### src/rtl/sync_pkt_fifo.sv
// Single-clock packet FIFO: words become readable only when their packet commits.
// Supports packet drop, FWFT or registered (STD) read, almost flags, packet count and sticky errors.
module sync_pkt_fifo #(
    parameter int unsigned DATA_WIDTH = 8,
    parameter int unsigned DEPTH      = 16,
    parameter string       MODE       = "FWFT",
    parameter int unsigned PKT_MODE   = 1,
    parameter int unsigned AFULL_TH   = DEPTH - 2,
    parameter int unsigned AEMPTY_TH  = 2
) (
    input  logic                       sys_clk,
    input  logic                       rst,
    input  logic                       wr_en,
    input  logic [DATA_WIDTH-1:0]      din,
    input  logic                       wr_last,
    input  logic                       wr_drop,
    input  logic                       rd_en,
    input  logic                       err_clr,
    output logic                       valid,
    output logic [DATA_WIDTH-1:0]      dout,
    output logic                       dout_last,
    output logic                       full,
    output logic                       empty,
    output logic                       almost_full,
    output logic                       almost_empty,
    output logic [$clog2(DEPTH):0]     wr_data_count,
    output logic [$clog2(DEPTH):0]     rd_data_count,
    output logic [$clog2(DEPTH):0]     pkt_count,
    output logic                       overflow,
    output logic                       underflow
);

    localparam int unsigned AW       = $clog2(DEPTH);
    localparam logic [AW:0] FULL_CNT = DEPTH[AW:0];
    localparam logic [AW:0] AF_CNT   = AFULL_TH[AW:0];
    localparam logic [AW:0] AE_CNT   = AEMPTY_TH[AW:0];
    localparam bit          PKT      = (PKT_MODE != 0);
    localparam bit          STD_RD   = (MODE == "STD");

    logic [DATA_WIDTH:0] mem [DEPTH];
    logic [AW:0]         wr_ptr;
    logic [AW:0]         cmt_ptr;
    logic [AW:0]         rd_ptr;
    logic [DATA_WIDTH:0] rd_word;
    logic                drop_req;
    logic                wr_acc;
    logic                ovf_evt;
    logic                rewind;
    logic                commit;
    logic                pkt_inc;
    logic                rd_acc;
    logic                unf_evt;
    logic                pop_last;

    always_comb begin
        wr_data_count = wr_ptr - rd_ptr;
        rd_data_count = cmt_ptr - rd_ptr;
        full          = (wr_data_count == FULL_CNT);
        empty         = (cmt_ptr == rd_ptr);
        almost_full   = (wr_data_count >= AF_CNT);
        almost_empty  = (rd_data_count <= AE_CNT);
        rd_word       = mem[rd_ptr[AW-1:0]];

        drop_req = PKT && wr_drop;
        wr_acc   = wr_en && !full && !drop_req;
        ovf_evt  = wr_en && full;
        // Overflow with an open packet rewinds it so an over-long packet cannot wedge the FIFO.
        rewind   = drop_req || (PKT && ovf_evt && (wr_ptr != cmt_ptr));
        commit   = wr_acc && (wr_last || !PKT);
        pkt_inc  = wr_acc && wr_last;
        rd_acc   = rd_en && !empty;
        unf_evt  = rd_en && empty;
        pop_last = rd_acc && rd_word[DATA_WIDTH];
    end

    always_ff @(posedge sys_clk) begin
        if (wr_acc) begin
            mem[wr_ptr[AW-1:0]] <= {wr_last, din};
        end
    end

    always_ff @(posedge sys_clk or negedge rst) begin
        if (!rst) begin
            wr_ptr    <= '0;
            cmt_ptr   <= '0;
            rd_ptr    <= '0;
            pkt_count <= '0;
            overflow  <= 1'b0;
            underflow <= 1'b0;
        end else begin
            if (rewind) begin
                wr_ptr <= cmt_ptr;
            end else if (wr_acc) begin
                wr_ptr <= wr_ptr + 1'b1;
            end
            if (commit) begin
                cmt_ptr <= wr_ptr + 1'b1;
            end
            if (rd_acc) begin
                rd_ptr <= rd_ptr + 1'b1;
            end
            case ({pkt_inc, pop_last})
                2'b10:   pkt_count <= pkt_count + 1'b1;
                2'b01:   pkt_count <= pkt_count - 1'b1;
                default: pkt_count <= pkt_count;
            endcase
            overflow  <= ovf_evt || (overflow && !err_clr);
            underflow <= unf_evt || (underflow && !err_clr);
        end
    end

    if (STD_RD) begin : g_std
        logic                  valid_r;
        logic [DATA_WIDTH-1:0] dout_r;
        logic                  last_r;

        always_ff @(posedge sys_clk or negedge rst) begin
            if (!rst) begin
                valid_r <= 1'b0;
                dout_r  <= '0;
                last_r  <= 1'b0;
            end else begin
                valid_r <= rd_acc;
                if (rd_acc) begin
                    {last_r, dout_r} <= rd_word;
                end
            end
        end

        assign valid     = valid_r;
        assign dout      = dout_r;
        assign dout_last = last_r;
    end else begin : g_fwft
        // Memory is not reset, so the head word is masked while nothing is readable.
        assign valid     = !empty;
        assign dout      = empty ? '0 : rd_word[DATA_WIDTH-1:0];
        assign dout_last = !empty && rd_word[DATA_WIDTH];
    end

endmodule

### config.mk
export PLATFORM = sky130hd
export DESIGN_NAME = sync_pkt_fifo
export DESIGN_NICKNAME = d
export VERILOG_FILES = /design/src/rtl/sync_pkt_fifo.sv
export SDC_FILE = /design/constraint.sdc
export NUM_CORES = 1
export LEC_CHECK = 0
export BUFFER_PORTS_ARGS = -buffer_cell sky130_fd_sc_hd__buf_2
export CORE_MARGIN = 10
export CORE_UTILIZATION = 45
export CTS_CLUSTER_SIZE = 20
export DETAILED_ROUTE_END_ITERATION = 8
export PLACE_DENSITY = 0.6
export SLEW_MARGIN = 5
export SYNTH_ARGS = -nofsm -noshare
export SYNTH_HDL_FRONTEND = slang
export SYNTH_SLANG_ARGS = --single-unit
### constraint.sdc
create_clock -name sys_clk -period 6.45 [get_ports sys_clk]
set_input_delay 0.9675 -clock sys_clk [delete_from_list [all_inputs] [get_ports sys_clk]]
set_output_delay 0.9675 -clock sys_clk [all_outputs]
set_load 0.1 [all_outputs]
**Yosys cells after proc, flatten, opt, wreduce, memory -nomap -nowiden**

Memories as Yosys holds them, arrays and structs flattened.
Cells that the tools add are included.

- Flip-flop bits (word level): 22
- Memory bits (writable): 144
- Output and inout bits: 31
- Memories kept: 1

- $add $sub $neg: 6
- Order comparisons: 2
- Equality and inequality tests: 5
- Multiplexer cells: 6
- Reduce and logical (&&, ||, !) cells: 20

Memory list:

| name | words | bits a word | rd ports | clocked after memory_dff | wr ports | line | text |
|---|---|---|---|---|---|---|---|
| mem | 16 | 9 | 1 | 0 | 1 | 40 | `logic [DATA_WIDTH:0] mem [DEPTH];` |

Operators by type and width:

| kind | number |
|---|---|
| $add 5x1->5 const B | 3 |
| $logic_and 1x1->1 | 11 |
| $mux 5 | 2 |
| $pmux 5 s2 | 1 |
| $sub 5x5->5 | 2 |
| $mux 8 | 1 |
| $eq 5x5->1 | 1 |
| $eq 5x5->1 const B | 1 |
| $ge 5x4->1 const B | 1 |
| $le 5x2->1 const B | 1 |
| $ne 5x5->1 | 1 |
| $sub 5x1->5 const B | 1 |
| $logic_not 1->1 | 4 |
| $reduce_bool 2->1 | 2 |
| $logic_or 1x1->1 | 3 |
| $eq 2x1->1 const B | 1 |
| $eq 2x2->1 const B | 1 |
| $mux 1 | 2 |

**Logic depth before layout (Yosys ltp)**

Gate-level depths: netlist of run 1.

- Depth in word-level cells: 8
- Mapped depth: 21

**Worst setup path before layout of run 1**

No wires, ideal clock.

- Path type: register to output
- Start point: register rd_ptr[1]
- End point: output almost_empty
- Arrival: 7.381 ns
- Data required time: 5.483 ns
- Slack: -1.899 ns
- Stages on the path, launching flop included: 9
- Buffers on the path: 2
- Path through: dfrtp_1 buf_2 buf_1 inv_1 fa_1 a21o_1 a21oi_1 xnor2_1 a2111oi_0

- Cells in the longest elaborated chain, start to end: 2

RTL lines:

| item | line | text |
|---|---|---|
| start: declaration | 43 | `logic [AW:0] rd_ptr;` |
| start signal: assignment | 100 | `rd_ptr <= rd_ptr + 1'b1;` |
| $sub 5x5->5 | 57 | `rd_data_count = cmt_ptr - rd_ptr;` |
| net rd_data_count[4] | 27 | `output logic [$clog2(DEPTH):0] rd_data_count,` |
| $le 5x2->1 | 61 | `almost_empty = (rd_data_count <= AE_CNT);` |
| end: declaration | 25 | `output logic almost_empty,` |

The timed path passes the listed nets, and every way through them passes these cells.

**Final worst setup path of run 1**

- Start point: register rd_ptr[0]
- End point: output almost_empty

- Cells in the longest elaborated chain, start to end: 2

RTL lines:

| item | line |
|---|---|
| $sub 5x5->5 | 57 |
| $le 5x2->1 | 61 |

Every way passes these cells.

==> flow_summary.yaml, run 1 <==
outcome:
  status: "finished clean"
worst_hold_path:
  hp-class: "flop to flop"
yosys:
  yosys_warnings: 0
  ys_seq_area_share_pct: 67.10
  synth_top_area_share_pct: 59.52
  netlist_instances: 407
  synth.top_cells.by_area: "edfxtp_1 60%, mux4_2 14%, dfrtp_1 7.6%"
  async_reset_ff_share_pct: 13.25
  ys.flop_type: "edfxtp_1"
  ys_ff_latch: 166
  yosysTopAreaCell: "edfxtp_1"
  synth_nets: 441
  avgSynthCellArea_um2: 17.85
  synth_edf_count: 144
  synth.distinct_cells: 47
  netlist_area_um2: 7264
sta:
  min_period_ns: 4.392
  fin_skew_ns: 0.01011
  setup_ws_ns: 2.058
  max_slew_margin_pct: 39.12
  fmax_mhz: 227.7
  setup_viol: 0
  fin_crit_sh_pct: 68.09
  slew_violations: 0
  setup_tns_ns: 0
  fin_hold_ws_ns: 0.4749
  rsz0062_at_grt: "no"
  worst_slew_pin_slew_ns: 0.9099
  finalHoldViolations: 0
global_routing:
  grt_pass1_wl_um: 24250
  grt.total_usage_pct: 15.02
  grt_pass1_vias: 3998
  antenna_found_initial: 0
  grt_overflow_total: 0
  grt_max_degree: 41
clock_network:
  hold_buffers: 0
  cts_buffers: 17
  cts_tree: "yes"
  cts_setup_buffers: 0
  clkLatencyLatePin_ns: 0.42
  h-tree-depth: 4
  cts_num_sinks: 166
  clk_pin_slew_ns: 0.06
  clockBufferDepth: 2
  root_buffer: "clkbuf_16"
  cts_resized: 0
critical_path:
  timing.critical_path.fanout_max: 40
  critPathKind: "flop to primary output"
  worstPathArrival_ns: 3.42
  startpoint_type: "flop"
  crit_required_ns: 5.48
  cp-end-kind: "primary output"
finish:
  antennaDiodeCount: 0
  final_nets: 492
  num-fill-cells: 1297
  postLayoutCoreUtil_pct: 52.89
  drive_above_1_share_pct: 29.94
  layout_commonest_cell: "edfxtp_1"
  seqCellArea_um2: 4876
  multi_input_area_um2: 2295
  layout_common_cells: "144 x edfxtp_1, 45 x mux4_2, 45 x buf_2"
  area_growth_pct: 15.23
routing:
  drtIter0Drc: 228
  ant_nets: 0
  firstDrtPassIters: 4
  drc: 0
  routed_via_density: 5.531
  vias: 3800
  wirelength_um: 15690
  post_drt_wl_per_cell_um: 22.83
floorplan:
  core.rowCount: 46
  coreArea_um2: 15830
  start_util_pct: 45.90
  die_y_um: 147.1
  die_area_um2: 21630
  ios: 46
  die_w_um: 147.1
place:
  dp_slack_ns: 2.244
  place_hpwl_um: 9972
  port_buffers: 45
  gp_congestion: 0.8130
run:
  drv_cap: 0
[area by class of cell]
class	instances	area share, %
inverter	20	0.8969
tap	216	3.229
multi-input combinational	204	27.41
clock buffer	18	5.127
clock inverter	14	2.033
timing repair buffer	49	3.049
sequential	166	58.25
[metal layers]
layer	track usage [%]	vias to the layer above	share of wire [%]
met5	0	-	0
met4	4.361	0	1.4
met3	4.607	16	6.6
met2	23.65	115	48
met1	19.69	1965	44
li1	-	1704	-
[worst paths after layout]
kind | start | to | slack [ns] | depth (start not counted)
hold / removal | pkt_count[4]$_DFFE_PN0P_ | pkt_count[4]$_DFFE_PN0P_ | 0.47 | 1
hold reg to reg | pkt_count[4]$_DFFE_PN0P_ | pkt_count[4]$_DFFE_PN0P_ | 0.47 | 1
setup / recovery | rd_ptr[0]$_DFFE_PN0P_ | almost_empty | 2.06 | 9
setup reg to reg | rd_ptr[2]$_DFFE_PN0P_ | pkt_count[4]$_DFFE_PN0P_ | 2.24 | 18
max in group asynchronous | rst | rd_ptr[0]$_DFFE_PN0P_ | 5.53 | 1
min in group asynchronous | rst | wr_ptr[2]$_DFFE_PN0P_ | 0.52 | 1
[cell usage after synthesis (4+ instances only)]
cell type	n
xnor2_1	12
inv_1	17
nand4_1	4
nor2b_1	12
o22ai_1	4
nor3_1	4
a21oi_1	17
nand2_1	11
o21ai_0	6
xor2_1	13
dfrtp_1	22
a21o_1	4
edfxtp_1	144
ha_1	17
and2_1	13
nor2_1	5
mux4_2	45
clkbuf_1	7
nand3_1	4
[critical path: stages (launching register included)]
cell	delay, ns
dfrtp_2	0.35
buf_4	0.62
ha_1	0.27
inv_1	0.06
fa_1	0.42
a21o_1	0.22
a21oi_4	0.21
xnor2_4	0.09
a2111oi_1	0.25
buf_2	0.50
[state kept, by name, summed over array words and instances, names as in the netlist]
name,flops
cmt_ptr,5
mem,144
overflow,1
pkt_count,5
wr_ptr,5
rd_ptr,5
underflow,1
[per-stage QoR]
step	instances	area [um^2]
floorplan	407	7330
CTS	687	8371
global route	687	8371
finish	687	8371
global placement	655	7771
detailed placement	655	7771
[kinds of logic after synthesis]
family / count (synthesis) / synth area share (%)
compound gates: 44 / 4.082
xor+xnor: 26 / 3.238
fa+ha+maj: 19 / 3.479
buf+inv: 37 / 2.222
flops: 166 / 67.10
mux: 48 / 14.40
simple gates: 67 / 5.477
Power of run 1 is left out: the tool's default activity adds up to more than one toggle a clock period on the data nets, which glitch-free logic cannot reach.
==> run 2: changes to the inputs <==
clock period = 4.18 ns   (was 6.45 ns; I/O delays follow)
==> run 2 against run 1 <==
Effect of this change:
- clock skew grew 0.0062 ns
- critical path type is now flop to flop
- worst setup slack lost 1.8 ns
- die area is the same
- highest routed layer unchanged
- routed wire length shrank 1.0%
- critical endpoint is now pkt_count[4]$_DFFE_PN0P_
==> flow_summary.yaml, run 2 (same netlist as run 1, synthesis figures left out) <==
sta:
  fin_skew_ns: 0.01631
  fin_hold_ws_ns: 0.1764
  setup_viol: 0
  max_slew_margin_pct: 51.62
  setup_tns_ns: 0
  finalHoldViolations: 0
  worst_slew_pin_slew_ns: 0.7257
  rsz0062_at_grt: "no"
  min_period_ns: 3.878
  fmax_mhz: 257.9
  fin_crit_sh_pct: 92.78
  slew_violations: 0
floorplan:
  start_util_pct: 45.90
  ios: 46
  core.rowCount: 46
  die_area_um2: 21630
  coreArea_um2: 15830
  die_w_um: 147.1
  die_y_um: 147.1
critical_path:
  critPathBufInv: 4
  worstPathArrival_ns: 4.22
  critPathKind: "flop to flop"
  cp-end-kind: "flop"
  r2r_slack_ns: 0.30
  cp.depth: 20
  r2r-end: "pkt_count[4]$_DFFE_PN0P_"
  r2r_cells: 20
  startpoint_type: "flop"
  max_stage_delay_ns: 0.41
  crit_chain: "inv_1 > ha_1 > inv_1 > fa_2 > a21o_1 > a21oi_2 > xor2_2 > bufinv_8 > a31oi_4 > and2_4 > inv_2 > ha_2 > xor2_1 > ha_2 > o21a_1 > o21ai_1 > o21bai_1 > xnor2_1 > nor2_1 > xor2_1"
  path_delay_family: "adder cells"
  r2r-start: "wr_ptr[0]$_DFFE_PN0P_"
  cpMaxStageDelayCell: "fa_2"
  crit_required_ns: 4.52
  timing.critical_path.fanout_max: 9
worst_hold_path:
  hp-class: "input pin to asynchronous set/reset pin"
global_routing:
  grt_max_degree: 39
  grt_pass1_wl_um: 24460
  grt.total_usage_pct: 15.07
  grt_overflow_total: 0
  antenna_found_initial: 1
  grt_pass1_vias: 3898
place:
  place_hpwl_um: 10080
  place_area_um2: 7959
  port_buffers: 45
  gp_congestion: 0.8321
  dp_cells: 663
clock_network:
  root_buffer: "clkbuf_16"
  hold_buffers: 0
  h-tree-depth: 4
  cts_resized: 0
  cts_setup_buffers: 0
  clk_pin_slew_ns: 0.07
  cts_tree: "yes"
  cts_buffers: 17
  clockBufferDepth: 2
  clkLatencyLatePin_ns: 0.43
  cts_num_sinks: 166
routing:
  ant_nets: 0
  firstDrtPassIters: 5
  routed_via_density: 5.411
  vias: 3766
  drc: 0
  drtIter0Drc: 306
  post_drt_wl_per_cell_um: 22.31
  wirelength_um: 15530
outcome:
  status: "finished clean"
finish:
  layout_commonest_cell: "edfxtp_1"
  layout_common_cells: "144 x edfxtp_1, 45 x mux4_2, 40 x buf_2"
  area_growth_pct: 18.26
  largest_reg_flops: 144
  fin_cells: 696
  drive_above_1_share_pct: 32.36
  final_area_um2: 8591
  final_nets: 500
run:
  drv_cap: 0
[run 2: changes by cell type in the layout (fill, tap and decap cells not counted), moves of 2 or more]
cell	delta
buf_12	+5
o21ai_0	-2
buf_2	-5
ha_1	-2
o21ai_1	+2
ha_2	+2
clkinv_2	-3
buf_4	+7
clkinvlp_4	+2
[run 2: area by class of cell]
cell class,instances,area [um^2]
diodes,1,2.502
clock buffers,18,429.2
clock inverters,14,193.9
fillers,1259,7237
inverters,20,88.84
multi-input cells,204,2336
flip-flops and latches,166,4876
well taps,216,270.3
repair buffers,57,394.1
[run 2: how the worst max path moves through the flow]
| stage | from | end | slack, ns |
|---|---|---|---|
| floorplan | rd_ptr[1]$_DFFE_PN0P_ | pkt_count[4]$_DFFE_PN0P_ | 0.02 |
| global placement | wr_ptr[0]$_DFFE_PN0P_ | pkt_count[4]$_DFFE_PN0P_ | 0.30 |
| detailed placement | wr_ptr[0]$_DFFE_PN0P_ | pkt_count[4]$_DFFE_PN0P_ | 0.18 |
| CTS | rd_ptr[0]$_DFFE_PN0P_ | almost_empty | 0.08 |
| global route | wr_ptr[0]$_DFFE_PN0P_ | pkt_count[4]$_DFFE_PN0P_ | 0.01 |
| finish | wr_ptr[0]$_DFFE_PN0P_ | pkt_count[4]$_DFFE_PN0P_ | 0.30 |
[run 2: through the flow]
step	setup WS, ns	utilization, %
after floorplan	0.02257	-
after global placement	0.3003	50.28
after detailed placement	0.1781	50.28
after CTS	0.08279	54.22
after global routing	0.01248	54.26
final	0.3019	54.28
[run 2: per-layer routing]
metal  part of all wire [%]  vias to the layer above  GRT usage, %  routed length [um]
li1                       -                     1718             -                   -
met1                     44                     1947         20.88                6817
met2                     49                       92         22.75                7550
met3                    6.3                        9         3.286                 971
met4                    1.2                        0         5.847                 189
met5                      0                        -             0                   0
Power of run 2 is left out for the same reason.
==> run 3: changes to the inputs <==
CORE_UTILIZATION = 43   (was 45)
PLACE_DENSITY = 0.58   (was 0.6)
==> run 3 against run 2 <==
Effect of this change:
- utilization down 2.5 points
- first-iteration DRC count is 10% higher
- worst setup slack got worse by 0.025 ns
- fmax fell by 0.64%
==> flow_summary.yaml, run 3 (same netlist as run 1, synthesis figures left out) <==
global_routing:
  grt_max_degree: 41
  grt.total_usage_pct: 15.40
  grt_pass1_vias: 4040
  antenna_found_initial: 0
  grt_overflow_total: 0
  grt_pass1_wl_um: 25010
routing:
  routed_via_density: 5.345
  post_drt_wl_per_cell_um: 23.06
  wirelength_um: 16120
  firstDrtPassIters: 4
  drc: 0
  ant_nets: 0
  drtIter0Drc: 337
  vias: 3736
outcome:
  status: "finished clean"
critical_path:
  timing.critical_path.fanout_max: 9
  critPathBufInv: 4
  r2r_cells: 20
  path_delay_family: "compound AO/OA/AOI/OAI gates"
  critPathKind: "flop to flop"
  startpoint_type: "flop"
  max_stage_delay_ns: 0.41
  r2r-end: "pkt_count[4]$_DFFE_PN0P_"
  r2r_slack_ns: 0.28
  cp-end-kind: "flop"
  r2r-start: "wr_ptr[0]$_DFFE_PN0P_"
  worstPathArrival_ns: 4.25
  crit_required_ns: 4.53
  crit_chain: "inv_1 > ha_1 > inv_1 > fa_2 > a21o_1 > a21oi_2 > xor2_2 > bufinv_8 > a31oi_4 > and2_4 > inv_2 > ha_2 > xor2_1 > ha_2 > o21a_1 > o21ai_0 > o21bai_1 > xnor2_1 > nor2_1 > xor2_1"
  cpMaxStageDelayCell: "fa_2"
floorplan:
  ios: 46
  core.rowCount: 47
  die_w_um: 150.0
  die_y_um: 150.0
  coreArea_um2: 16580
  start_util_pct: 43.81
  die_area_um2: 22490
sta:
  worst_slew_pin_slew_ns: 0.7736
  max_slew_margin_pct: 48.43
  setup_viol: 0
  fin_crit_sh_pct: 93.38
  fmax_mhz: 256.2
  setup_tns_ns: 0
  rsz0062_at_grt: "no"
  finalHoldViolations: 0
  slew_violations: 0
  min_period_ns: 3.903
  fin_skew_ns: 0.01209
run:
  drv_cap: 0
finish:
  antennaDiodeCount: 0
  area_growth_pct: 18.24
  layout_commonest_cell: "edfxtp_1"
  layout_common_cells: "144 x edfxtp_1, 45 x mux4_2, 40 x buf_2"
  num-fill-cells: 1361
  final_nets: 500
  drive_above_1_share_pct: 32.36
  largest_reg_flops: 144
clock_network:
  cts_tree: "yes"
  cts_setup_buffers: 0
  hold_buffers: 0
  h-tree-depth: 4
  clockBufferDepth: 2
  clk_pin_slew_ns: 0.07
  clkLatencyLatePin_ns: 0.42
  cts_buffers: 17
  root_buffer: "clkbuf_16"
  cts_num_sinks: 166
place:
  place_hpwl_um: 10260
  gp_congestion: 0.8356
  port_buffers: 45
worst_hold_path:
  hp-class: "input pin to asynchronous set/reset pin"
## run 3: layer usage
metal  part of all wire (%)  up-vias  global-route usage, %
met4                    1.2        0                  5.491
met2                     51       82                  24.80
met5                      0        -                      0
met3                    5.7       12                  3.955
met1                     42     1932                  19.79
li1                       -     1710                      -
## run 3: metrics by stage
stage          setup WS, ns  instance area, um^2  utilization, %  instances  hold slack (ns)
2_1_floorplan       0.02257                 7392               -        407           0.3314
6_report             0.2769                 8589           51.80        699           0.1822
3_3_place_gp         0.3276                 7976           48.10        667           0.4589
5_1_grt             0.01133                 8589           51.80        699           0.2036
3_5_place_dp         0.1883                 7976           48.10        667           0.4747
4_1_cts              0.1656                 8587           51.78        699           0.1869
## run 3: layout make-up
cell class / instances / area (um^2) / area share, %
clock buffers: 17 / 425.4 / 4.953
clock inverters: 15 / 185.2 / 2.156
inverters: 20 / 88.84 / 1.034
multi-input cells: 204 / 2336 / 27.20
flip-flops and latches: 166 / 4876 / 56.77
well taps: 220 / 275.3 / 3.205
repair buffers: 57 / 402.9 / 4.690
## run 3: worst max-delay path by stage
stage,start,to,cells after the start,slack (ns)
after global routing,wr_ptr[0]$_DFFE_PN0P_,pkt_count[4]$_DFFE_PN0P_,20,0.01
final,wr_ptr[0]$_DFFE_PN0P_,pkt_count[4]$_DFFE_PN0P_,20,0.28
after CTS,wr_ptr[0]$_DFFE_PN0P_,pkt_count[4]$_DFFE_PN0P_,20,0.17
after global placement,wr_ptr[0]$_DFFE_PN0P_,pkt_count[4]$_DFFE_PN0P_,20,0.33
after detailed placement,wr_ptr[0]$_DFFE_PN0P_,pkt_count[4]$_DFFE_PN0P_,20,0.19
after floorplan,rd_ptr[1]$_DFFE_PN0P_,pkt_count[4]$_DFFE_PN0P_,21,0.02
## run 3: repair_timing
action | in CTS | in global routing
gates resized for setup | 0 | 1
setup endpoints to repair | 0 | 1
hold endpoints to repair | 0 | 0
Power of run 3 is left out for the same reason.
